$ cat src/rtl/benes_stage_pipe_pkg.sv
// Shared constants and types for the Benes stage pipeline.
package usr_fun;

  localparam int DEF_DATA_WIDTH = 4;
  localparam int DEF_SIZE       = 32;
  localparam int DEF_CNT_WIDTH  = 16;
  localparam int DEF_SWITCH_NUM = DEF_SIZE / 2;

  typedef enum logic [1:0] {
    ST_EMPTY = 2'd0,
    ST_ONE   = 2'd1,
    ST_FULL  = 2'd2
  } state_t;

  typedef logic [DEF_DATA_WIDTH-1:0] port_vec_t [0:DEF_SIZE-1];

endpackage

$ cat src/rtl/benes_stage_pipe_stage_permute.sv
// Combinational row of SIZE/2 2x2 switches; cfg bit i crosses pair (2i, 2i+1).
module stage_permute #(
  parameter int DATA_WIDTH = usr_fun::DEF_DATA_WIDTH,
  parameter int SIZE       = usr_fun::DEF_SIZE
) (
  input  logic [SIZE/2-1:0]     cfg,
  input  logic [DATA_WIDTH-1:0] in_data  [0:SIZE-1],
  output logic [DATA_WIDTH-1:0] out_data [0:SIZE-1]
);

  genvar gi;
  generate
    for (gi = 0; gi < SIZE / 2; gi++) begin : g_sw
      assign out_data[2*gi]   = cfg[gi] ? in_data[2*gi+1] : in_data[2*gi];
      assign out_data[2*gi+1] = cfg[gi] ? in_data[2*gi]   : in_data[2*gi+1];
    end
  endgenerate

endmodule

$ cat src/rtl/benes_stage_pipe.sv
// One pipelined Benes stage: double-buffered switch config, permute-then-store,
// two-entry skid buffer so in_ready is a flop with no path from out_ready.
module benes_stage_pipe
  import usr_fun::*;
#(
  parameter  int DATA_WIDTH = DEF_DATA_WIDTH,
  parameter  int SIZE       = DEF_SIZE,
  parameter  int CNT_WIDTH  = DEF_CNT_WIDTH,
  localparam int SWITCH_NUM = SIZE / 2
) (
  input  logic                  clk,
  input  logic                  rst,
  input  logic                  cfg_valid,
  input  logic [SWITCH_NUM-1:0] cfg_bits,
  input  logic                  cfg_commit,
  input  logic                  bypass,
  input  logic                  in_valid,
  output logic                  in_ready,
  input  logic [DATA_WIDTH-1:0] in_data [0:SIZE-1],
  output logic                  out_valid,
  input  logic                  out_ready,
  output logic [DATA_WIDTH-1:0] out_data [0:SIZE-1],
  output logic [SWITCH_NUM-1:0] active_cfg,
  output logic                  cfg_pending,
  output logic [CNT_WIDTH-1:0]  vec_count
);

  state_t                  state_reg, state_next;
  logic                    in_ready_reg;
  logic [SWITCH_NUM-1:0]   shadow_reg, shadow_next;
  logic [SWITCH_NUM-1:0]   active_reg, active_next;
  logic [SWITCH_NUM-1:0]   eff_cfg;
  logic                    cfg_pending_reg;
  logic [CNT_WIDTH-1:0]    vec_count_reg;
  logic [DATA_WIDTH-1:0]   routed   [0:SIZE-1];
  logic [DATA_WIDTH-1:0]   main_reg [0:SIZE-1];
  logic [DATA_WIDTH-1:0]   skid_reg [0:SIZE-1];
  logic                    accept, deliver;
  logic                    load_main, load_skid, skid_to_main;

  assign accept  = in_valid && in_ready_reg;
  assign deliver = out_valid && out_ready;

  // The config used by a vector is the one active before this edge's commit.
  assign eff_cfg = bypass ? '0 : active_reg;

  stage_permute #(
    .DATA_WIDTH (DATA_WIDTH),
    .SIZE       (SIZE)
  ) u_permute (
    .cfg      (eff_cfg),
    .in_data  (in_data),
    .out_data (routed)
  );

  // Write-through: a simultaneous load and commit lands cfg_bits in both.
  always_comb begin
    shadow_next = cfg_valid  ? cfg_bits    : shadow_reg;
    active_next = cfg_commit ? shadow_next : active_reg;
  end

  always_ff @(posedge clk or posedge rst) begin
    if (rst) begin
      shadow_reg      <= '0;
      active_reg      <= '0;
      cfg_pending_reg <= 1'b0;
    end else begin
      shadow_reg      <= shadow_next;
      active_reg      <= active_next;
      cfg_pending_reg <= (shadow_next != active_next);
    end
  end

  always_comb begin
    state_next   = state_reg;
    load_main    = 1'b0;
    load_skid    = 1'b0;
    skid_to_main = 1'b0;
    case (state_reg)
      ST_EMPTY: begin
        if (accept) begin
          state_next = ST_ONE;
          load_main  = 1'b1;
        end
      end
      ST_ONE: begin
        if (accept && !out_ready) begin
          state_next = ST_FULL;
          load_skid  = 1'b1;
        end else if (accept) begin
          load_main = 1'b1;
        end else if (out_ready) begin
          state_next = ST_EMPTY;
        end
      end
      ST_FULL: begin
        if (out_ready) begin
          state_next   = ST_ONE;
          skid_to_main = 1'b1;
        end
      end
      default: state_next = ST_EMPTY;
    endcase
  end

  // in_ready stays low during reset and rises on the first edge after release.
  always_ff @(posedge clk or posedge rst) begin
    if (rst) begin
      state_reg     <= ST_EMPTY;
      in_ready_reg  <= 1'b0;
      vec_count_reg <= '0;
    end else begin
      state_reg    <= state_next;
      in_ready_reg <= (state_next != ST_FULL);
      if (deliver) begin
        vec_count_reg <= vec_count_reg + 1'b1;
      end
    end
  end

  always_ff @(posedge clk or posedge rst) begin
    if (rst) begin
      for (int i = 0; i < SIZE; i++) begin
        main_reg[i] <= '0;
        skid_reg[i] <= '0;
      end
    end else begin
      for (int i = 0; i < SIZE; i++) begin
        if (load_main) begin
          main_reg[i] <= routed[i];
        end else if (skid_to_main) begin
          main_reg[i] <= skid_reg[i];
        end
        if (load_skid) begin
          skid_reg[i] <= routed[i];
        end
      end
    end
  end

  assign out_valid   = (state_reg != ST_EMPTY);
  assign in_ready    = in_ready_reg;
  assign out_data    = main_reg;
  assign active_cfg  = active_reg;
  assign cfg_pending = cfg_pending_reg;
  assign vec_count   = vec_count_reg;

endmodule

$ cat config.mk
export PLATFORM = sky130hd
export DESIGN_NAME = benes_stage_pipe
export DESIGN_NICKNAME = d
export VERILOG_FILES = /design/src/rtl/benes_stage_pipe_pkg.sv /design/src/rtl/benes_stage_pipe_stage_permute.sv /design/src/rtl/benes_stage_pipe.sv
export SDC_FILE = /design/constraint.sdc
export NUM_CORES = 1
export LEC_CHECK = 0
export BUFFER_PORTS_ARGS = -buffer_cell sky130_fd_sc_hd__buf_2
export CELL_PAD_IN_SITES_DETAIL_PLACEMENT = 1
export CELL_PAD_IN_SITES_GLOBAL_PLACEMENT = 1
export CORE_MARGIN = 8
export CORE_UTILIZATION = 38
export CTS_CLUSTER_DIAMETER = 100
export DETAILED_ROUTE_END_ITERATION = 6
export GPL_ROUTABILITY_DRIVEN = 0
export HOLD_SLACK_MARGIN = 0.02
export PLACE_DENSITY = 0.87
export SETUP_SLACK_MARGIN = 0.2
export SLEW_MARGIN = 20
export SYNTH_ARGS = -nofsm -noshare
export SYNTH_HDL_FRONTEND = slang
export SYNTH_SLANG_ARGS = --single-unit
$ cat constraint.sdc
create_clock -name clk -period 10.1 [get_ports clk]
set_clock_uncertainty 0.15 [all_clocks]
set_input_delay 1.01 -clock clk [delete_from_list [all_inputs] [get_ports clk]]
set_output_delay 1.01 -clock clk [all_outputs]
set_load 0.02 [all_outputs]
==> flow_summary.json, run 1 <==
{
  "status": "finished, final reports clean",
  "cpMostUsedCell": "buf_4",
  "avgSynthCellArea_um2": 10.93,
  "top_usage_layer": "met2",
  "final_cells": 1972,
  "cts_sinks": 308,
  "path_depth": 7,
  "routed_via_density": 5.444,
  "syn_area_um2": 13530,
  "yosysSeqAreaShare_pct": 56.98,
  "critical_path_required_ps": 10390,
  "layout_common_cells": "buf_2, dfrtp_1, nor2_1, mux2i_1, nand2_1",
  "die_area_um2": 41890,
  "fp-row-count": 69,
  "crit_start": "out_ready",
  "antenna_found_initial": 4,
  "area_growth_pct": 21.21,
  "die-width_um": 204.7,
  "arrival_ps": 4130,
  "grt_use_met2_pct": 32.36,
  "cts_resized": 0,
  "holdPathStages": 1,
  "synth_top_area_share_pct": 56.98,
  "gr-usage-all-layers_pct": 19.42,
  "start_util_pct": 38.30,
  "cts_setup_buffers": 0,
  "antenna_left": 0,
  "hp-class": "reg -> reg",
  "cellLeakagePower_nw": 8.231,
  "firstDrtPassIters": 4,
  "grt_max_degree": 116,
  "synth_cell_type_count": 27,
  "syn_inst": 1237,
  "wire_per_inst_um": 21.05,
  "crit_path_end_kind": "register",
  "cp_top_family": "buffers and inverters",
  "critPathBufInv": 3,
  "critPathKind": "in -> reg",
  "critPathMaxStageDelay_ps": 770,
  "io_buffers": 313,
  "max-slew-margin-rel_pct": 27.22,
  "cts_buffers": 36,
  "final_hold_viol_count": 0,
  "rsz0062_at_grt": "no",
  "grtUsageMet3_pct": 3.953,
  "drive_gt1_share_pct": 25.33,
  "clk_path_buf_depth": 3,
  "min_period_over_period_pct": 38.07,
  "fmax_ghz": 0.2601,
  "start_kind": "input port",
  "dp_hpwl_mm": 28.81,
  "crit_fanout": 67,
  "num_vias": 10736,
  "cts-root-buf": "clkbuf_16",
  "crit_slowest_cell": "buf_4",
  "die_h_um": 204.7,
  "placed_cells": 1910,
  "drc": 0,
  "power.density_nw_per_um2": 308.3,
  "use_met1_pct": 25.15,
  "final_common_cell": "buf_2",
  "min_period_ps": 3845,
  "timing.rr.start": "state_reg[0]",
  "ys_top_cells_by_area": "dfrtp_1, mux2i_1, a221o_1",
  "max_slew.worst_pin.slew_ps": 1092,
  "clkTransAtPathRegs_ps": 60,
  "r2r_slack_ps": 6450,
  "holdBufCountCts": 0,
  "cap_violations": 0,
  "ys_warn_count": 0,
  "cts_htree_levels": 2,
  "finalSetupTns_ps": 0,
  "grt_first_pass_wirelength_mm": 66.17,
  "cp_cell_sequence": "buf_2 > nor2b_1 > or3_4 > nor2b_4 > buf_4 > buf_4 > a221o_1",
  "nNetsFinal": 1639,
  "min-delay-start": "vec_count[15]",
  "ir_drop_mv": 0.1809,
  "final-max-slew-violation-count": 0,
  "synth-seq-cells": 308,
  "insertion_delay_ps": 500,
  "finalSetupViolations": 0,
  "grt_pass1_vias": 11754,
  "syn_nets": 1389,
  "r2r_cells": 6,
  "overflow": 0,
  "core-area_um2": 35310,
  "drtIter0Drc": 562,
  "yosys.area.top_type": "dfrtp_1",
  "io_pins": 314,
  "cts_tree": "yes",
  "wl_mm": 41.50
}
## kinds of logic (layout without fill, tap and decap cells)
group | count (synthesis) | in the layout | synth area share, %
simple gates | 346 | 346 | 10.66
buf+inv | 130 | 401 | 4.579
flops | 308 | 308 | 56.98
other cells | 0 | 3 | 0
fa+ha+maj | 1 | 1 | 0.09249
mux | 144 | 144 | 10.66
compound gates | 277 | 277 | 15.02
xor+xnor | 31 | 31 | 2.007
## cell usage after synthesis, drive strengths merged
master,n
xnor2,11
buf,35
nor4,1
nand3,6
and3,1
a21oi,17
and4,2
nand2b,17
mux2i,144
dfrtp,308
nor2,151
o21a,2
or2,1
nand2,140
and2,1
inv,19
nand4,7
nor2b,18
a221o,128
ha,1
xor2,20
or3,1
o21ai,130
clkbuf,76
## worst reg2reg max path, stage by stage (launching register included)
cell and delay, ps:
dfrtp_1 410, nor2b_1 340, or3_4 670, nor2b_4 280, buf_4 590, buf_4 790, a221o_1 360
## metal layers
metal | up-vias | routed length [um]
met1 | 5456 | 17630
met5 | - | 13
met3 | 79 | 2535
li1 | 4846 | -
met4 | 2 | 1127
met2 | 353 | 20200
## per-stage QoR
step           hold WS [ps]  total power, mW  util, %  cell area [um^2]  setup WS, ps
3_5_place_dp          320.8            3.791    43.11             15220          5787
4_1_cts               333.3            5.109    46.40             16380          6291
5_1_grt               351.4            5.344    46.43             16390          6086
3_3_place_gp          310.7            3.670    43.11             15220          5854
2_1_floorplan         300.3            3.159        -             13530         424.0
6_report              325.3            5.054    46.43             16390          6255
## report_power, final
group / internal, mW / switching, mW
combinational: 0.604 / 1.02
clock: 0.783 / 0.501
sequential: 1.78 / 0.367
## final timing paths
| path | to |
|---|---|
| worst min-delay path | vec_count[15] |
| max in group asynchronous | skid_reg[55] |
| worst min register to register | vec_count[15] |
| worst max-delay path | out_data[98] |
| min in group asynchronous | out_data[3] |
| worst max register to register | out_data[98] |
## area by class of cell
type,instances,area (um^2)
Fill cell,3930,18920
Timing Repair Buffer,323,1645
Antenna cell,3,7.507
Sequential cell,308,7707
Tap cell,461,576.8
Multi-Input combinational cell,799,5219
Clock inverter,7,87.58
Clock buffer,52,1072
Inverter,19,78.83
No activity file was read; power rests on OpenSTA's default activity.
==> run 2: changes to the inputs <==
--- a/config.mk
+++ b/config.mk
@@ -9,12 +9,12 @@
 export CELL_PAD_IN_SITES_DETAIL_PLACEMENT = 1
 export CELL_PAD_IN_SITES_GLOBAL_PLACEMENT = 1
 export CORE_MARGIN = 8
-export CORE_UTILIZATION = 38
+export CORE_UTILIZATION = 42
 export CTS_CLUSTER_DIAMETER = 100
 export DETAILED_ROUTE_END_ITERATION = 6
 export GPL_ROUTABILITY_DRIVEN = 0
 export HOLD_SLACK_MARGIN = 0.02
-export PLACE_DENSITY = 0.87
+export PLACE_DENSITY = 0.91
 export SETUP_SLACK_MARGIN = 0.2
 export SLEW_MARGIN = 20
 export SYNTH_ARGS = -nofsm -noshare
==> constraint.sdc (replaced) <==
create_clock -name clk -period 3.7 [get_ports clk]
set_clock_uncertainty 0.15 [all_clocks]
set_input_delay 0.37 -clock clk [delete_from_list [all_inputs] [get_ports clk]]
set_output_delay 0.37 -clock clk [all_outputs]
set_load 0.02 [all_outputs]
==> run 2 against run 1 <==
Against the previous run:
- critical path depth unchanged
- sequential power rose to 2.7 times the previous value
- non-clock buffer count up 17
- highest routed layer is now met4
- total power grew to 2.7 times the previous value
- clock-buffer cell count decreased by 2
==> flow_summary.json, run 2 (synthesized netlist as in run 1, its figures left out) <==
{
  "status": "finished, final reports clean",
  "antenna_left": 0,
  "fill_cells": 3439,
  "start_kind": "input port",
  "die_h_um": 195.5,
  "top_usage_layer": "met2",
  "max_slew.worst_pin.slew_ps": 886.6,
  "whs_ps": 44.83,
  "critPathKind": "in -> reg",
  "core-area_um2": 31640,
  "io_buffers": 313,
  "die-width_um": 195.5,
  "hp-class": "in -> reg",
  "min_period_over_period_pct": 79.88,
  "die_area_um2": 38200,
  "final_common_cell": "buf_2",
  "cap_violations": 0,
  "finalSetupViolations": 0,
  "cts_resized": 0,
  "drc": 0,
  "final_hold_viol_count": 0,
  "cts-root-buf": "clkbuf_16",
  "routed_via_density": 5.652,
  "rsz0062_at_grt": "no",
  "clk_path_buf_depth": 3,
  "min_period_ps": 2956,
  "cts_sinks": 308,
  "power.density_nw_per_um2": 838.3,
  "insertion_delay_ps": 510,
  "cellLeakagePower_nw": 8.333,
  "grtUsageMet3_pct": 5.021,
  "overflow": 0,
  "num_vias": 10914,
  "total_power_mw": 13.88,
  "start_util_pct": 42.75,
  "crit_fanout": 49,
  "final-max-slew-violation-count": 0,
  "drive_gt1_share_pct": 25.26,
  "arrival_ps": 3240,
  "wire_per_inst_um": 22.51,
  "fmax_ghz": 0.3383,
  "cts_htree_levels": 2,
  "critical_path_required_ps": 3980,
  "layout_common_cells": "buf_2, dfrtp_1, nor2_1, mux2i_1, nand2_1",
  "grt_use_met2_pct": 38.65,
  "cts_tree": "yes",
  "wl_mm": 43.46,
  "grt_max_degree": 131,
  "grt_pass1_vias": 12116,
  "max-slew-margin-rel_pct": 40.77,
  "crit_path_end_kind": "register",
  "cts_buffers": 35,
  "area_growth_pct": 22.43,
  "gr-usage-all-layers_pct": 22.29,
  "ir_drop_mv": 0.6115,
  "io_pins": 314,
  "antenna_found_initial": 1,
  "fp-row-count": 65,
  "drtIter0Drc": 707,
  "dp_hpwl_mm": 29.48,
  "nNetsFinal": 1655,
  "grt_first_pass_wirelength_mm": 69.46,
  "cts_setup_buffers": 0,
  "firstDrtPassIters": 4,
  "clkTransAtPathRegs_ps": 60,
  "use_met1_pct": 27.76
}
[run 2: cell types whose count changed in the layout (fill, tap and decap cells not counted), sizes merged]
| cell | delta |
|---|---|
| buf | +3 |
| bufinv | +1 |
| clkbuf | -2 |
| clkinv | +2 |
| diode | -2 |
| dlygate4sd3 | +14 |
| inv | +2 |
[run 2: final timing paths]
kind | from | endpoint | slack (ps) | cells past startpoint
setup / recovery | out_ready | out_data[88] | 740 | 7
hold / removal | in_data[72] | skid_reg[72] | 40 | 3
setup reg to reg | state_reg[0] | out_data[88] | 860 | 5
hold reg to reg | skid_reg[18] | skid_reg[18] | 330 | 2
max in group asynchronous | rst | out_data[53] | 2100 | 4
min in group asynchronous | rst | skid_reg[3] | 440 | 3
[run 2: what timing repair did]
action	4_1_cts	5_1_grt
hold endpoints to repair	35	0
setup endpoints to repair	0	0
hold buffers	14	0
[run 2: layout make-up]
cell class	count	area, um^2	area share (%)
timing repair buffer	340	1904	11.50
inverter	19	75.07	0.4533
clock buffer	50	1002	6.052
sequential	308	7707	46.54
tap	402	503.0	3.037
multi-input combinational	799	5219	31.52
antenna	1	2.502	0.01511
clock inverter	12	146.4	0.8840
[run 2: metal layers]
metal	share of wire, %	wire length, um
met5	0	0
met3	6.7	2901
met2	51	22030
met4	1.9	820
met1	41	17710
[run 2: where the power goes]
group          switching (mW)  internal [mW]
Combinational            2.84           1.69
Clock                    1.37           2.10
Sequential               1.03           4.85
[run 2: stage by stage]
stage          std cells  util [%]  cell area (um^2)  setup slack, ps  setup TNS, ps
6_report            1931     52.34             16560            744.3              0
5_1_grt             1931     52.34             16560            619.9              0
4_1_cts             1930     52.34             16560            758.5              0
3_5_place_dp        1854     48.26             15270            764.5              0
3_3_place_gp        1854     48.26             15270            850.0              0
2_1_floorplan       1237         -             13530           -919.0        -283040
[run 2: worst max-delay path, stage by stage]
cell,delay [ps]
dlygate4sd3_1,520
buf_2,160
nor2b_1,290
or3_4,220
nor2b_4,730
buf_4,610
a221o_1,270
==> run 3: changes to the inputs <==
--- a/config.mk
+++ b/config.mk
@@ -9,12 +9,12 @@
 export CELL_PAD_IN_SITES_DETAIL_PLACEMENT = 1
 export CELL_PAD_IN_SITES_GLOBAL_PLACEMENT = 1
 export CORE_MARGIN = 8
-export CORE_UTILIZATION = 42
+export CORE_UTILIZATION = 38
 export CTS_CLUSTER_DIAMETER = 100
 export DETAILED_ROUTE_END_ITERATION = 6
 export GPL_ROUTABILITY_DRIVEN = 0
 export HOLD_SLACK_MARGIN = 0.02
-export PLACE_DENSITY = 0.91
+export PLACE_DENSITY = 0.87
 export SETUP_SLACK_MARGIN = 0.2
 export SLEW_MARGIN = 20
 export SYNTH_ARGS = -nofsm -noshare
==> constraint.sdc (replaced) <==
create_clock -name clk -period 2.7 [get_ports clk]
set_clock_uncertainty 0.15 [all_clocks]
set_input_delay 0.27 -clock clk [delete_from_list [all_inputs] [get_ports clk]]
set_output_delay 0.27 -clock clk [all_outputs]
set_load 0.02 [all_outputs]
==> run 3 against run 2 <==
Against the previous run:
- first-iteration DRC count grew 2.1%
- largest cell class unchanged
- total power increased by 44%
- highest routed layer is now met5
- critical path type is now reg -> reg
- hold slack worse by 5.3 ps
==> flow_summary.json, run 3 (synthesized netlist as in run 1, its figures left out) <==
{
  "min_period_ps": 2445,
  "critical_path_required_ps": 2940,
  "crit_fanout": 4,
  "critPathMaxStageDelay_ps": 640,
  "max-slew-margin-rel_pct": 37.54,
  "layout_common_cells": "buf_2, dfrtp_1, dlygate4sd3_1, nor2_1, mux2i_1",
  "min_period_over_period_pct": 90.54,
  "pwr-share-comb_pct": 34.2,
  "num_vias": 12252,
  "fmax_ghz": 0.4091,
  "crit_path_end_kind": "register",
  "cts_sinks": 308,
  "gr-usage-all-layers_pct": 25.11,
  "io_pins": 314,
  "p_sw_mw": 7.761,
  "cts_buffers": 36,
  "drtIter0Drc": 722,
  "die-width_um": 204.7,
  "setup_ws_ps": 255.4,
  "hp-class": "in -> reg",
  "core-area_um2": 35310,
  "cts_tree": "yes",
  "firstDrtPassIters": 5,
  "power.density_nw_per_um2": 1073,
  "clk_path_buf_depth": 3,
  "die_area_um2": 41890,
  "routed_via_density": 5.610,
  "cts-root-buf": "clkbuf_16",
  "dp_hpwl_mm": 29.69,
  "drive_gt1_share_pct": 23.43,
  "post-place-ws_ps": 413.0,
  "cp_top_family": "buffers and inverters",
  "io_buffers": 313,
  "cp_cell_sequence": "nor2b_1 > mux2i_1 > dlygate4sd3_1 > nor2_1 > a221o_1",
  "wire_per_inst_um": 24.44,
  "insertion_delay_ps": 510,
  "finalSetupTns_ps": 0,
  "p_int_mw": 12.19,
  "area_growth_pct": 37.52,
  "cellLeakagePower_nw": 9.152,
  "critPathKind": "reg -> reg",
  "status": "finished, final reports clean",
  "overflow": 0,
  "clkTransAtPathRegs_ps": 60,
  "clkPwrFrac_pct": 24.9,
  "grt_first_pass_wirelength_mm": 83.44,
  "arrival_ps": 2690,
  "fp-row-count": 69,
  "start_util_pct": 38.30,
  "cap_violations": 0,
  "finalSetupViolations": 0,
  "antenna_left": 0,
  "crit_slowest_cell": "dlygate4sd3_1",
  "max_slew.worst_pin.slew_ps": 937.0,
  "cts_htree_levels": 2,
  "swShare_pct": 38.89,
  "grt_max_degree": 129,
  "antenna_found_initial": 6,
  "grt_pass1_vias": 13953,
  "rsz0062_at_grt": "no",
  "ir_drop_mv": 0.6513,
  "die_h_um": 204.7,
  "final-max-slew-violation-count": 0,
  "wl_mm": 53.37,
  "final_hold_viol_count": 0,
  "nNetsFinal": 1844,
  "final_common_cell": "buf_2",
  "critPathBufInv": 1,
  "start_kind": "register",
  "p_seq_share_pct": 40.9,
  "drc": 0
}
==> run 3: area by class of cell <==
type	count	area, um^2
Fill cell	3803	16710
Sequential cell	308	7707
Multi-Input combinational cell	799	5236
Timing Repair Buffer	528	3795
Clock buffer	54	1090
Tap cell	461	576.8
Clock inverter	8	102.6
Inverter	19	75.07
Antenna cell	7	17.52
==> run 3: power by group through the flow <==
stage | clock [mW] | combinational, mW | sequential [mW]
global route | 5.23 | 7.38 | 8.35
global placement | 0 | 5.91 | 7.89
finish | 4.96 | 6.83 | 8.16
detailed placement | 0 | 6.25 | 8.01
floorplan | 0 | 2.94 | 8.88
CTS | 5.03 | 6.56 | 7.99
==> run 3: metal layers <==
| metal | part of all wire (%) | wire length [um] | global-route usage (%) |
|---|---|---|---|
| met4 | 4.0 | 2119 | 10.70 |
| met2 | 51 | 27400 | 44.24 |
| met5 | 0.024 | 13 | 0 |
| met1 | 38 | 20420 | 28.95 |
| met3 | 6.4 | 3416 | 5.693 |
==> run 3: final timing paths <==
check | start | to | slack [ps] | cells after the start
setup / recovery | active_cfg[10] | out_data[45] | 260 | 5
hold / removal | in_data[92] | skid_reg[92] | 40 | 3
setup reg to reg | active_cfg[10] | out_data[45] | 260 | 5
hold reg to reg | skid_reg[77] | skid_reg[77] | 330 | 2
max in group asynchronous | rst | skid_reg[88] | 1250 | 4
min in group asynchronous | rst | out_data[124] | 260 | 3
==> run 3: tightest hold or removal path, cell delays in order <==
cell     delay (ps)
buf_2           100
mux2i_1         100
o21ai_0         170
==> run 3: timing repair <==
item / in CTS / in global routing
setup endpoints to repair: 0 / 9
gates resized for setup: 0 / 8
hold buffers: 194 / 0
buffers inserted: 0 / 0
hold endpoints to repair: 194 / 0
==> run 3: metrics by stage <==
step	hold slack (ps)	utilization (%)	cell area, um^2	cells	power, mW
after global routing	27.63	52.66	18600	2182	20.97
after floorplan	236.8	-	13530	1237	11.82
after CTS	20.36	52.57	18560	2177	19.59
after detailed placement	224.0	43.69	15430	1921	14.26
after global placement	219.9	43.69	15430	1921	13.81
final	39.53	52.68	18600	2184	19.95
